[src/rtl/lc4_insn_cache_nway_pkg.sv]
// Shared types and width helpers for the N-way LC4 instruction cache.
// Both the cache top and its LRU helper import this package.
package lc4_cache_pkg;

    typedef enum logic {
        ST_IDLE = 1'b0,
        ST_REQ  = 1'b1
    } state_t;

    // TAG_W = ADDR_W - SET_BITS
    function automatic int calc_tag_w(input int addr_w, input int set_bits);
        return addr_w - set_bits;
    endfunction

    // AGE_W = $clog2(WAYS); zero for a direct-mapped cache
    function automatic int calc_age_w(input int ways);
        return $clog2(ways);
    endfunction

    // Storage width for ages/way indices; never zero so vectors stay legal
    function automatic int calc_age_store_w(input int ways);
        return (ways > 1) ? $clog2(ways) : 1;
    endfunction

endpackage

[src/rtl/lc4_insn_cache_nway_if.sv]
// Fill bus between the instruction cache (master) and instruction memory (slave).
interface lc4_insn_cache_nway_if #(
    parameter int ADDR_W = 16,
    parameter int DATA_W = 16
);
    logic              mem_req;
    logic [ADDR_W-1:0] mem_iaddr;
    logic              mem_ack;
    logic [DATA_W-1:0] mem_idata;

    modport master (output mem_req, output mem_iaddr, input mem_ack, input mem_idata);
    modport slave  (input mem_req, input mem_iaddr, output mem_ack, output mem_idata);
endinterface

[src/rtl/lc4_insn_cache_nway_lru.sv]
// Victim selection and next-state ages for the one set being updated this cycle.
module lc4_cache_lru
    import lc4_cache_pkg::*;
#(
    parameter  int WAYS = 2,
    localparam int AW   = calc_age_store_w(WAYS)
) (
    input  logic [WAYS-1:0]         valid_bits,
    input  logic [WAYS-1:0][AW-1:0] ages,
    input  logic                    fill,
    input  logic [AW-1:0]           hit_way,
    output logic [AW-1:0]           victim,
    output logic [WAYS-1:0][AW-1:0] ages_next
);

    if (WAYS == 1) begin : g_dm
        assign victim    = '0;
        assign ages_next = ages;
    end else begin : g_lru
        logic          found;
        logic [AW-1:0] sel;

        always_comb begin
            victim = '0;
            found  = 1'b0;
            for (int w = 0; w < WAYS; w++) begin
                if (!found && !valid_bits[w]) begin
                    victim = AW'(w);
                    found  = 1'b1;
                end
            end
            // Ages form a permutation, so the oldest way holds WAYS-1
            if (!found) begin
                for (int w = 0; w < WAYS; w++) begin
                    if (ages[w] == AW'(WAYS - 1)) victim = AW'(w);
                end
            end
            sel = fill ? victim : hit_way;
            for (int w = 0; w < WAYS; w++) begin
                ages_next[w] = ages[w];
                if (AW'(w) == sel)
                    ages_next[w] = '0;
                else if (ages[w] < ages[sel])
                    ages_next[w] = ages[w] + 1'b1;
            end
        end
    end

endmodule

[src/rtl/lc4_insn_cache_nway.sv]
// N-way set-associative LC4 instruction cache: combinational lookup, one
// outstanding miss with hit-under-miss, per-set LRU replacement.
module lc4_insn_cache_nway
    import lc4_cache_pkg::*;
#(
    parameter int ADDR_W   = 16,
    parameter int DATA_W   = 16,
    parameter int SET_BITS = 6,
    parameter int WAYS     = 2
) (
    input  logic                  clk,
    input  logic                  rst,
    input  logic                  gwe,
    input  logic                  flush,
    input  logic [ADDR_W-1:0]     addr,
    output logic                  valid,
    output logic [DATA_W-1:0]     data,
    lc4_insn_cache_nway_if.master mem,
    output logic                  busy,
    output logic [15:0]           hit_cnt,
    output logic [15:0]           miss_cnt
);

    localparam int TAG_W = calc_tag_w(ADDR_W, SET_BITS);
    localparam int NSETS = 1 << SET_BITS;
    localparam int AW    = calc_age_store_w(WAYS);

    state_t            state_reg;
    logic [ADDR_W-1:0] miss_addr_reg;
    logic              mem_req_reg;
    logic              flushed_reg;
    logic [15:0]       hit_cnt_reg;
    logic [15:0]       miss_cnt_reg;

    logic [SET_BITS-1:0] addr_set, miss_set, upd_set;
    logic [TAG_W-1:0]    addr_tag, miss_tag;

    logic [WAYS-1:0]              addr_match, miss_match, set_valid;
    logic [WAYS-1:0][DATA_W-1:0]  way_data;
    logic [WAYS-1:0][AW-1:0]      set_ages, ages_next;
    logic [AW-1:0]                hit_way, victim;
    logic                         fill_en, hit_upd, lru_en, start_miss;

    assign addr_set = addr[SET_BITS-1:0];
    assign addr_tag = addr[ADDR_W-1:SET_BITS];
    assign miss_set = miss_addr_reg[SET_BITS-1:0];
    assign miss_tag = miss_addr_reg[ADDR_W-1:SET_BITS];
    assign upd_set  = (state_reg == ST_REQ) ? miss_set : addr_set;

    for (genvar gi = 0; gi < WAYS; gi++) begin : g_way
        logic [TAG_W-1:0]  tag_mem  [NSETS];
        logic [DATA_W-1:0] data_mem [NSETS];
        logic [AW-1:0]     age_mem  [NSETS];
        logic [NSETS-1:0]  valid_reg;

        assign addr_match[gi] = valid_reg[addr_set] && (tag_mem[addr_set] == addr_tag);
        assign miss_match[gi] = valid_reg[miss_set] && (tag_mem[miss_set] == miss_tag);
        assign way_data[gi]   = data_mem[addr_set];
        assign set_valid[gi]  = valid_reg[upd_set];
        assign set_ages[gi]   = age_mem[upd_set];

        always_ff @(posedge clk) begin
            if (!rst) begin
                valid_reg <= '0;
                for (int s = 0; s < NSETS; s++) age_mem[s] <= AW'(WAYS - 1 - gi);
            end else begin
                if (flush)
                    valid_reg <= '0;
                else if (fill_en && victim == AW'(gi))
                    valid_reg[miss_set] <= 1'b1;
                if (lru_en)
                    age_mem[upd_set] <= ages_next[gi];
            end
        end

        always_ff @(posedge clk) begin
            if (rst && fill_en && victim == AW'(gi)) begin
                tag_mem[miss_set]  <= miss_tag;
                data_mem[miss_set] <= mem.mem_idata;
            end
        end
    end

    always_comb begin
        data    = '0;
        hit_way = '0;
        for (int w = 0; w < WAYS; w++) begin
            if (addr_match[w]) begin
                data    = data | way_data[w];
                hit_way = AW'(w);
            end
        end
    end
    assign valid = |addr_match;

    // A fill is dropped if the line arrived meanwhile or a flush hit this miss
    assign fill_en    = (state_reg == ST_REQ) && mem.mem_ack && !flushed_reg && !flush && !(|miss_match);
    assign hit_upd    = (state_reg == ST_IDLE) && valid && gwe;
    assign lru_en     = fill_en || hit_upd;
    assign start_miss = (state_reg == ST_IDLE) && !valid && !flush;

    lc4_cache_lru #(.WAYS(WAYS)) u_lru (
        .valid_bits (set_valid),
        .ages       (set_ages),
        .fill       (state_reg == ST_REQ),
        .hit_way    (hit_way),
        .victim     (victim),
        .ages_next  (ages_next)
    );

    always_ff @(posedge clk) begin
        if (!rst) begin
            state_reg     <= ST_IDLE;
            miss_addr_reg <= '0;
            mem_req_reg   <= 1'b0;
            flushed_reg   <= 1'b0;
            hit_cnt_reg   <= '0;
            miss_cnt_reg  <= '0;
        end else begin
            if (valid && gwe) hit_cnt_reg <= hit_cnt_reg + 16'd1;
            case (state_reg)
                ST_IDLE: begin
                    if (start_miss) begin
                        state_reg     <= ST_REQ;
                        miss_addr_reg <= addr;
                        mem_req_reg   <= 1'b1;
                        flushed_reg   <= 1'b0;
                        miss_cnt_reg  <= miss_cnt_reg + 16'd1;
                    end
                end
                ST_REQ: begin
                    if (flush) flushed_reg <= 1'b1;
                    if (mem.mem_ack) begin
                        state_reg   <= ST_IDLE;
                        mem_req_reg <= 1'b0;
                        flushed_reg <= 1'b0;
                    end
                end
                default: state_reg <= ST_IDLE;
            endcase
        end
    end

    assign mem.mem_req   = mem_req_reg;
    assign mem.mem_iaddr = mem_req_reg ? miss_addr_reg : '0;
    assign busy          = (state_reg != ST_IDLE);
    assign hit_cnt       = hit_cnt_reg;
    assign miss_cnt      = miss_cnt_reg;

endmodule

[src/flat_wrapper.sv]
// flat-port wrapper written by rule: the top's interface ports become plain ports
module lc4_insn_cache_nway_flat import lc4_cache_pkg::*;
#(
    parameter int ADDR_W   = 16,
    parameter int DATA_W   = 16,
    parameter int SET_BITS = 6,
    parameter int WAYS     = 2
)
  (clk, rst, gwe, flush, addr, valid, data, busy, hit_cnt, miss_cnt, mem_mem_req, mem_mem_iaddr, mem_mem_ack, mem_mem_idata);
  lc4_insn_cache_nway_if #(.ADDR_W(ADDR_W), .DATA_W(DATA_W)) mem_i ();
  input  logic clk;
  input  logic rst;
  input  logic gwe;
  input  logic flush;
  input  logic [ADDR_W-1:0] addr;
  output logic valid;
  output logic [DATA_W-1:0] data;
  output logic busy;
  output logic [15:0] hit_cnt;
  output logic [15:0] miss_cnt;
  output wire logic [$bits(mem_i.mem_req)-1:0] mem_mem_req;
  output wire logic [$bits(mem_i.mem_iaddr)-1:0] mem_mem_iaddr;
  input wire logic [$bits(mem_i.mem_ack)-1:0] mem_mem_ack;
  input wire logic [$bits(mem_i.mem_idata)-1:0] mem_mem_idata;
  assign mem_mem_req = mem_i.mem_req;
  assign mem_mem_iaddr = mem_i.mem_iaddr;
  assign mem_i.mem_ack = mem_mem_ack;
  assign mem_i.mem_idata = mem_mem_idata;
  lc4_insn_cache_nway #(.ADDR_W(ADDR_W), .DATA_W(DATA_W), .SET_BITS(SET_BITS), .WAYS(WAYS)) u_core (.clk(clk), .rst(rst), .gwe(gwe), .flush(flush), .addr(addr), .valid(valid), .data(data), .mem(mem_i), .busy(busy), .hit_cnt(hit_cnt), .miss_cnt(miss_cnt));
endmodule
[config.mk]
export PLATFORM = sky130hd
export DESIGN_NAME = lc4_insn_cache_nway_flat
export DESIGN_NICKNAME = d
export VERILOG_FILES = /design/src/rtl/lc4_insn_cache_nway_pkg.sv /design/src/rtl/lc4_insn_cache_nway_if.sv /design/src/rtl/lc4_insn_cache_nway_lru.sv /design/src/rtl/lc4_insn_cache_nway.sv /design/src/flat_wrapper.sv
export SDC_FILE = /design/constraint.sdc
export NUM_CORES = 2
export LEC_CHECK = 0
export CORE_UTILIZATION = 53
export CTS_BUF_LIST = sky130_fd_sc_hd__clkbuf_4 sky130_fd_sc_hd__clkbuf_8 sky130_fd_sc_hd__clkbuf_16
export DETAILED_ROUTE_END_ITERATION = 8
export MAX_ROUTING_LAYER = met4
export PLACE_DENSITY = 0.77
export SYNTH_ARGS = -nofsm -noshare
export SYNTH_HDL_FRONTEND = slang
export SYNTH_HIERARCHICAL = 1
export SYNTH_SLANG_ARGS = --single-unit
[constraint.sdc]
create_clock -name clk -period 7.9 [get_ports clk]
set_clock_uncertainty 0.2 [all_clocks]
set_input_delay 1.58 -clock clk [delete_from_list [all_inputs] [get_ports clk]]
set_output_delay 1.58 -clock clk [all_outputs]
set_load 0.05 [all_outputs]
---- Yosys cells after proc, flatten, opt, wreduce, memory -nomap -nowiden ----
Memories as Yosys holds them, arrays and structs flattened. A register that Yosys moved wholly into a read port is not among the register bits.
Index checks and enable logic that the tools add are counted.
storage, ports and cells
  register bits ........................... 179
  latch bits .............................. 0
  memory bits (writable) .................. 3456
  ROM bits ................................ 0
  input port bits ......................... 37
  word-level logic and storage cells ...... 132
  memories kept ........................... 6
cells by class
  add/subtract/negate cells ............... 4
  $mul .................................... 0
  divide/modulo/power cells ............... 0
  magnitude comparators ................... 7
  eq/ne operators ......................... 7
  shifts and indexed selects .............. 0
  multiplexer cells ....................... 60
  bitwise gates (word level) .............. 6
  reduce and logical (&&, ||, !) cells .... 34
memories
  name                      depth  bits a word  read ports  clocked after memory_dff  wr ports  RTL line                   text
  u_core.g_way[0].data_mem  64     16           1           0                         1         lc4_insn_cache_nway.sv:52  logic [DATA_W-1:0] data_mem [NSETS];
  u_core.g_way[1].data_mem  64     16           1           0                         1         lc4_insn_cache_nway.sv:52
  u_core.g_way[0].tag_mem   64     10           2           1                         1         lc4_insn_cache_nway.sv:51  logic [TAG_W-1:0] tag_mem [NSETS];
  u_core.g_way[1].tag_mem   64     10           2           1                         1         lc4_insn_cache_nway.sv:51
  u_core.g_way[0].age_mem   64     1            1           0                         64        lc4_insn_cache_nway.sv:53  logic [AW-1:0] age_mem [NSETS];
  u_core.g_way[1].age_mem   64     1            1           0                         64        lc4_insn_cache_nway.sv:53
operators with widths
  operator               count
  $or 64x64->64          2
  $mux 16                3
  $mux 6                 7
  $eq 10x10->1           4
  $mux 1                 40
  $bmux 1 s6             6
  $add 16x1->16 const B  2
  $lt 6x7->1 const B     3
  $logic_and 1x1->1      20
  $or 16x16->16          1
  $demux 1 s6            1
  $ge 6x1->1 const B     1
  $pmux 1 s2             3
  $reduce_and 2->1       3
  $reduce_or 2->1        3
  $logic_not 1->1        5
  $ne 3x3->1 const B     1
  $not 1->1              3
  $add 1x1->1 const B    2
  $lt 1x1->1             2
  $lt 1x2->1 const B     1
  $ne 2x1->1 const B     1
  $ne 2x2->1 const B     1
  $reduce_or 1->1        2
  $logic_or 1x1->1       1

---- Longest topological paths before layout ----
  depth after elaboration ................. 16
  gate-level depth with buffers ........... 23

---- By module ----
Netlist, hierarchy kept.
by module, submodules not included
  module               times used  cells an instance  area an instance (um^2)
  lc4_insn_cache_nway  1           8099               155160.1
  lc4_cache_lru        1           8                  53.8

---- Worst setup path after synthesis ----
OpenSTA, ideal clock, no wires.
  kind .................................... input to output
  from .................................... input addr[1]
  to ...................................... output data[2]
  data arrival time ....................... 5428 ps
  data required time ...................... 6120 ps
  setup slack ............................. 692 ps
  stages .................................. 15
  buffers on the path ..................... 9
  cells stage by stage .................... buf_2 -> buf_4 -> buf_4 -> buf_2 -> buf_2 -> clkbuf_1 -> buf_2 -> clkbuf_1 -> clkbuf_1 -> mux4_2 -> mux4_2 -> mux2i_1 -> nor2_1 -> a21oi_1 -> o21ai_0
between the ends
  longest elaborated chain between the ends .. 6
RTL lines
  what                                                RTL line                   text
  start: declaration                                  flat_wrapper.sv:15         input logic [ADDR_W-1:0] addr;
  $mem_v2 64x10 / $bmux 1 s6 (equally long branches)  -
  $eq 10x10->1 / $mux 1 (equally long branches)       lc4_insn_cache_nway.sv:56  assign addr_match[gi] = valid_reg[addr_set] && (tag_mem[addr_set] == addr_tag);
  $logic_and 1x1->1                                   lc4_insn_cache_nway.sv:56
  $mux 16                                             lc4_insn_cache_nway.sv:88  if (addr_match[w]) begin
  $or 16x16->16                                       lc4_insn_cache_nway.sv:89  data = data | way_data[w];
  $mux 16 (*)                                         lc4_insn_cache_nway.sv:88
  end: declaration                                    flat_wrapper.sv:17         output logic [DATA_W-1:0] data;
Mark *: on every way between the ends. The rest lies on a longest branch, timed or not. The select of a mux whose other input is x is not followed.

---- Worst setup path in the final report ----
  from .................................... input addr[2]
  to ...................................... output data[13]
The elaborated chain is that of the path after synthesis.

==> results.ini <==
[yosys]
synth_area_leaders = edfxtp_1 66%, mux4_2 17%, mux2i_1 3.5%
synth_top_area_frac = 0.656
syn_nets = 8146
syn_area_um2 = 155000
yosysSeqAreaShare = 0.688
yosysTopAreaCell = edfxtp_1
synth_ff_type = edfxtp_1
synthTopCellsByCount = 3,392 x edfxtp_1, 1,151 x mux4_2, 544 x mux2i_1, 259 x clkbuf_1, 249 x dfxtp_1
ys_types = 84
yosys_warnings = 6
ys_async_sr_fraction = 0
syn_inst = 8107
ys_ff_latch = 3641
avgSynthCellArea_um2 = 19.1
yosysMostFrequentCell = edfxtp_1
synth_edf_count = 3392

[detailed_routing]
drt_pass1_iterations = 7
viasPerCell = 7.31
drtIter0Drc = 17300
wl_per_cell_um = 40.8
wl_um = 527000
drc = 0
ant_nets = 0
via_count = 94500

[setup_path]
crit_arrival_ns = 5.99
reg2reg_depth = 13
rr_endpoint = u_core/g_way[0].age_mem[51]
crit_path_top_delay_cell = or2_2
cp_max_fo = 36
regToRegSetupSlack_ns = 1.10
path_common_cell = buf_4
cp-start-kind = primary input
crit_required_ns = 6.12
crit_type = in -> out
critPathCaptureType = primary output
cp_cell_sequence = buf_8 > or2_2 > o22ai_1 > nor3_1 > nor4_2 > nor2_1 > xnor2_1 > nor3_1 > nand3_2 > buf_4 > buf_4 > o21ai_0 > buf_4 > buf_12
slowest_delay_ns = 0.76

[global_route]
grt_pass1_wl_um = 729000
antenna_found_initial = 36
grt_usage = 0.368
grt_max_degree = 129
grt_pass1_vias = 93300
grt_overflow = 0

[clock_network]
cts_setup_buffers = 0
root_buffer = clkbuf_16
clkTransAtPathRegs_ns = 0.06
clock_latency_ns = 0.97
cts_tree = yes
numCtsBuffers = 364
htree_levels = 5
cts_num_sinks = 3641
clockBufferDepth = 4

[die]
rows = 198
coreArea_um2 = 291000
die_area_um2 = 295000
die_x_um = 543
start_util = 0.533
chipHeight_um = 543
ios = 104

[timing]
timing.hold.ws_ns = 0.274
period_share = 0.983
worst_pin_slew_ns = 1.40
setup_violations = 0
drv_slew = 0
max_clock_freq_ghz = 0.129
rsz0062_at_grt = false
hold_violations = 0
relSlewSlack = 0.0679
min_period_ns = 7.77

[pwr]
total_power_mw = 41.6
ir_worst_vdd_mv = 0.290
leakagePower_nw = 58.6
power_density_nw_per_um2 = 232

[cells_and_area]
top_regs = u_core/g_way.data_mem (2048), u_core/g_way.tag_mem (1280)
largest_reg_flops = 2048
fill_cells = 19400
top_register = u_core/g_way.data_mem
area_growth_syn_to_layout_pct = 15.4
layout-drive-gt1-share = 0.311
finalNetCount = 8717

[flow_run]
max_cap_violations = 0

[placement]
hpwl_um = 316000
io_buffer_count = 103
gp_congestion = 1.04

[outcome]
status = complete, no violations

[worst_hold_path]
min_path_type = reg -> reg
whs_path_depth = 2
hold_path_end = u_core/g_way[1].age_mem[24]
hp-start = u_core/g_way[1].age_mem[24]

-- placed cells by master (no fill, tap or decap), types with 33 or more instances in the layout --
master and count:
o211ai_1 73, a22oi_1 214, clkinv_1 89, a211oi_1 35
nand2_1 227, and2_2 95, nand3_1 153, clkbuf_16 370
a31oi_1 39, o22ai_1 79, buf_12 257, clkdlybuf4s50_1 63
mux2i_1 544, nand4_1 50, mux4_2 1151, nor3_1 44
diode_2 51, clkinv_2 70, a22o_1 166, clkbuf_4 58
edfxtp_1 3392, nor2_4 33, o21ai_0 115, a221oi_1 37
and2_1 49, nand2b_1 47, nor2b_1 42, nor2_1 138
dfxtp_1 230, a21oi_1 108, buf_4 475, mux2_2 105
-- critical path: cells and delay by family --
family          cells  cell delay [ns]
simple gates        6             2.52
buf+inv             5             1.07
compound gates      2             0.61
xor+xnor            1             0.10
-- cells by family (layout without fill, tap and decap cells) --
| family | count (synthesis) | after routing | share of synthesized area |
|---|---|---|---|
| flops | 3641 | 3641 | 0.688 |
| mux | 1800 | 1800 | 0.210 |
| compound gates | 1013 | 1013 | 0.0473 |
| simple gates | 982 | 982 | 0.0320 |
| buf+inv | 628 | 1497 | 0.0201 |
| xor+xnor | 41 | 41 | 0.00231 |
| fa+ha+maj | 2 | 2 | 0.000161 |
| other cells | 0 | 51 | 0 |
-- worst max path at each step --
stage          cells past startpoint    start  slack (ns)  endpoint
3_5_place_dp                      16  addr[1]        0.06   data[4]
6_report                          14  addr[2]        0.13  data[13]
2_1_floorplan                     15  addr[1]        0.69   data[2]
4_1_cts                           16  addr[1]        0.03   data[0]
3_3_place_gp                      17  addr[2]       -0.07  data[13]
5_1_grt                           15  addr[0]        0.07  data[13]
-- metrics by stage --
| stage | utilization | setup TNS (ns) | worst slack (ns) | std cells | cell area, um^2 |
|---|---|---|---|---|---|
| after floorplan | - | 0 | 0.692 | 8107 | 155000 |
| after global placement | 0.574 | -0.132 | -0.0699 | 12200 | 167000 |
| after detailed placement | 0.574 | 0 | 0.0566 | 12200 | 167000 |
| after CTS | 0.615 | 0 | 0.0286 | 12900 | 179000 |
| after global routing | 0.615 | 0 | 0.0676 | 12900 | 179000 |
| final | 0.615 | 0 | 0.131 | 12900 | 179000 |
-- per-layer routing --
metal	routed length, um	track usage	share of wire
met1	169000	0.456	0.32
met3	83700	0.114	0.16
met2	236000	0.537	0.45
met5	0	-	0
met4	38600	0.210	0.073
-- report_power, final --
part	switching, mW	internal (mW)
Clock	7.69	9.84
Combinational	1.87	1.04
Sequential	0.101	21.1
-- what timing repair did --
| item | CTS | global route |
|---|---|---|
| hold buffers | 0 | 0 |
| endpoints found under the setup margin | 0 | 14 |
| resized for setup | 0 | 5 |
-- final cells by class --
type                       instances  area (um^2)  share of cell area
clock inverter                   228         2100              0.0117
antenna                           51          128            0.000712
inverter                          31          116            0.000650
timing repair buffer             802         9440              0.0527
sequential                      3641       107000               0.597
clock buffer                     436         9800              0.0547
multi-input combinational       3838        45800               0.255
tap                             3900         4880              0.0272
No activity file was read; power rests on OpenSTA's default activity.
